===== src/rtl/axis_fifo.sv =====
// AXI4-Stream FIFO with optional store-and-forward packet mode.
// Single clock; occupancy and packet counts are registered and exported.
module axis_fifo #(
  parameter int TDATA_BYTES = 1,
  parameter int TUSER_WIDTH = 1,
  parameter int DEPTH       = 16,
  parameter int PACKET_MODE = 0
) (
  input  logic                       aclk,
  input  logic                       aresetn,
  input  logic [TDATA_BYTES*8-1:0]   s_axis_tdata,
  input  logic [TDATA_BYTES-1:0]     s_axis_tkeep,
  input  logic                       s_axis_tlast,
  input  logic [TUSER_WIDTH-1:0]     s_axis_tuser,
  input  logic                       s_axis_tvalid,
  output logic                       s_axis_tready,
  output logic [TDATA_BYTES*8-1:0]   m_axis_tdata,
  output logic [TDATA_BYTES-1:0]     m_axis_tkeep,
  output logic                       m_axis_tlast,
  output logic [TUSER_WIDTH-1:0]     m_axis_tuser,
  output logic                       m_axis_tvalid,
  input  logic                       m_axis_tready,
  output logic [$clog2(DEPTH):0]     count,
  output logic [$clog2(DEPTH):0]     pkt_count
);

  localparam int DW = TDATA_BYTES * 8;
  localparam int AW = $clog2(DEPTH);
  localparam int CW = AW + 1;
  localparam int EW = TUSER_WIDTH + TDATA_BYTES + 1 + DW;

  logic [EW-1:0] mem_q [DEPTH];
  logic [AW-1:0] wr_ptr_q, wr_ptr_d;
  logic [AW-1:0] rd_ptr_q, rd_ptr_d;
  logic [CW-1:0] count_q, count_d;
  logic [CW-1:0] pkt_count_q, pkt_count_d;
  logic          tready_q, tready_d;
  logic          full, empty, push, pop, m_valid;

  always_comb begin
    full  = (count_q == CW'(DEPTH));
    empty = (count_q == '0);
    // In packet mode a full FIFO releases anyway so oversize packets cannot deadlock.
    if (PACKET_MODE != 0) m_valid = !empty && ((pkt_count_q != '0) || full);
    else                  m_valid = !empty;
    push        = s_axis_tvalid && tready_q;
    pop         = m_valid && m_axis_tready;
    wr_ptr_d    = wr_ptr_q + AW'(push);
    rd_ptr_d    = rd_ptr_q + AW'(pop);
    count_d     = count_q + CW'(push) - CW'(pop);
    pkt_count_d = pkt_count_q + CW'(push && s_axis_tlast) - CW'(pop && m_axis_tlast);
    tready_d    = (count_d != CW'(DEPTH));
  end

  always_ff @(posedge aclk or negedge aresetn) begin
    if (!aresetn) begin
      wr_ptr_q    <= '0;
      rd_ptr_q    <= '0;
      count_q     <= '0;
      pkt_count_q <= '0;
      tready_q    <= 1'b0;
    end else begin
      wr_ptr_q    <= wr_ptr_d;
      rd_ptr_q    <= rd_ptr_d;
      count_q     <= count_d;
      pkt_count_q <= pkt_count_d;
      tready_q    <= tready_d;
    end
  end

  // Storage is deliberately not reset; the pointers define what is valid.
  always_ff @(posedge aclk) begin
    if (push) mem_q[wr_ptr_q] <= {s_axis_tuser, s_axis_tkeep, s_axis_tlast, s_axis_tdata};
  end

  assign {m_axis_tuser, m_axis_tkeep, m_axis_tlast, m_axis_tdata} = mem_q[rd_ptr_q];
  assign m_axis_tvalid = m_valid;
  assign s_axis_tready = tready_q;
  assign count         = count_q;
  assign pkt_count     = pkt_count_q;

endmodule


===== config.mk =====
export PLATFORM = sky130hd
export DESIGN_NAME = axis_fifo
export DESIGN_NICKNAME = d
export VERILOG_FILES = /design/src/rtl/axis_fifo.sv
export SDC_FILE = /design/constraint.sdc
export NUM_CORES = 1
export LEC_CHECK = 0
export CORE_UTILIZATION = 45
export DETAILED_ROUTE_END_ITERATION = 16
export GPL_ROUTABILITY_DRIVEN = 0
export HOLD_SLACK_MARGIN = 0.08
export PLACE_DENSITY = 0.64
export SLEW_MARGIN = 25
export SYNTH_ARGS = -nofsm -noshare
export SYNTH_HDL_FRONTEND = slang
export SYNTH_SLANG_ARGS = --single-unit

===== constraint.sdc =====
create_clock -name aclk -period 3.9 [get_ports aclk]
set_clock_uncertainty 0.1 [all_clocks]
set_input_delay 0.39 -clock aclk [delete_from_list [all_inputs] [get_ports aclk]]
set_output_delay 0.39 -clock aclk [all_outputs]
set_load 0.1 [all_outputs]

==> metrics.yaml <==
postRouteAntennaNets: 0
finalCritPeriodShare_pct: 83.1
clock-root-buffer: "clkbuf_16"
grtUsageMet2_pct: 32.0
final_nets: 508
grt_busiest_layer: "met2"
synthCells: 417
cts_tree: "done"
layout.cells.non_filler: 709
hold_path.class: "in -> async"
critPathKind: "reg -> out"
insertion_delay_ns: 0.42
syn-cell-area_mm2: 0.00779
diodes: 0
die_x_um: 134
area_delta_synth_final_pct: 17.1
yosysSeqAreaShare_pct: 74.0
reg2regPathDepth: 11
synth_nets: 449
htree_levels: 4
hold_viol: 0
ys_top_cells_by_count: "176 x edfxtp_1, 41 x mux2i_1, 24 x mux4_2, 20 x a221oi_1, 19 x dfrtp_1"
slew_headroom_pct: 30.3
die_h_um: 134
ys_ff_latch: 195
rrSetupSlack_ns: 0.80
cp-end-kind: "output pin"
fmax_mhz: 308
num_vias: 3963
worstMarginPinSlew_ns: 1.05
cts_buffers: 17
synth_area_per_cell_um2: 18.7
crit_arrival_ns: 2.75
hpwl_mm: 9.43
crit_required_ns: 3.41
rows: 47
initial_utilization_pct: 46.5
clk_path_buf_depth: 2
dp_cells: 676
crit_path_start: "rd_ptr_q[2]"
setup_viol_count_final: 0
yosysWarnings: 0
rsz0062_at_grt: "no"
synth.most_common_cell: "edfxtp_1"
dominantRegCellSynth: "edfxtp_1"
wirelength_mm: 15.8
yosys.area.top_type_share_pct: 67.9
avgViaCountPerCell: 5.59
drv_cap: 0
regToRegEndpoint: "pkt_count[4]"
outcome: "completed"
synth_top_area_cell: "edfxtp_1"
grt_max_degree: 44
io_pins: 38
grt_pass1_vias: 4172
io_buffers: 37
grtUsageMet1_pct: 24.8
grt_use_met3_pct: 3.46
routedWlPerCell_um: 22.3
overflow: 0
drtPass1Iterations: 5
cts_sinks: 195
path_clk_slew_ns: 0.07
drt_iter0_drc: 275
worst_setup_path_start_kind: "flop"
antenna_found_initial: 0
drc: 0
final-max-slew-violation-count: 0
timing.setup.tns_ns: 0
synthTopCellsByArea: "edfxtp_1 68%, mux4_2 6.9%, dfrtp_1 6.1%"
core_mm2: 0.0168
period_minus_slack_ns: 3.24
async_reset_ff_share_pct: 9.74
grt_usage_pct: 19.2
die-area_mm2: 0.0178
grt_pass1_wl_mm: 24.3
cp_max_fo: 13
synthDistinctLibCells: 30
drive_gt1_share_pct: 19.0
synth_edf_count: 176
r2r-start: "rd_ptr_q[0]"
## logic make-up (layout without fill, tap and decap cells)
| logic type | after synthesis | count (layout) | synth area share (%) |
|---|---|---|---|
| compound gates | 51 | 51 | 4.82 |
| simple gates | 46 | 46 | 2.64 |
| fa+ha+maj | 17 | 17 | 2.92 |
| flops | 195 | 195 | 74.0 |
| mux | 65 | 65 | 12.2 |
| xor+xnor | 12 | 12 | 1.35 |
| buf+inv | 31 | 103 | 2.07 |
## layout by cell type, fill, tap and decap left out, drive strengths merged, types with 2 or more instances in the layout
master and n:
a221oi 20, nor2 14, nor3 5, xnor2 6, inv 14, a22oi 10, clkbuf 18, and2 2
a211oi 2, nand2b 2, clkinvlp 3, mux2i 41, dfrtp 19, nand2 16, a21o 3, a21oi 5
edfxtp 176, buf 32, fa 2, clkdlybuf4s50 25, mux4 24, nand3 3, nand3b 2, clkinv 5
o21ai 10, ha 15, bufinv 5, xor2 6
## worst max path at each step
stage	to	depth (start not counted)
3_3_place_gp	pkt_count[4]	11
2_1_floorplan	s_axis_tready	13
3_5_place_dp	pkt_count[4]	11
5_1_grt	m_axis_tdata[5]	6
6_report	m_axis_tdata[5]	7
4_1_cts	m_axis_tkeep	6
## registers in the layout, indices dropped and copies added (netlist names)
name and cells:
count 5, mem_q 176, pkt_count 5, rd_ptr_q 4, s_axis_tready 1, wr_ptr_q 4
## timing repair
action | 4_1_cts | 5_1_grt
resized for setup | 0 | 0
setup buffers | 0 | 0
endpoints found under the hold margin | 0 | 19
hold buffers | 0 | 1
## worst max-delay path: stages, from the launching register on
cell and delay (ns):
dfrtp_1 0.46, buf_4 0.25, and2_1 0.36, buf_4 0.27
a221oi_1 0.44, a22oi_1 0.13, nand2_1 0.12, buf_4 0.29
## layout make-up
class | instances | area, µm²
Fill cell | 1297 | 7640
Sequential cell | 195 | 5760
Multi-Input combinational cell | 191 | 1890
Timing Repair Buffer | 58 | 498
Clock buffer | 18 | 429
Tap cell | 220 | 275
Clock inverter | 14 | 210
Inverter | 13 | 48.8
## through the flow
step	setup slack (ns)	instance area, µm²	hold WS, ns	util, %
2_1_floorplan	0.0835	7790	-0.00559	-
3_3_place_gp	0.882	8470	0.419	50.6
3_5_place_dp	0.802	8470	0.426	50.6
4_1_cts	0.594	9110	0.408	54.4
6_report	0.657	9120	0.351	54.4
5_1_grt	0.405	9120	0.381	54.4
## metal layers
| layer | wire length [µm] | part of all wire, % |
|---|---|---|
| met1 | 6570 | 42 |
| met2 | 8120 | 51 |
| met3 | 736 | 4.7 |
| met4 | 391 | 2.5 |
| met5 | 0 | 0 |
Power is left out: the tool's default activity adds up to more than one toggle a clock period on the data nets, which glitch-free logic cannot reach.
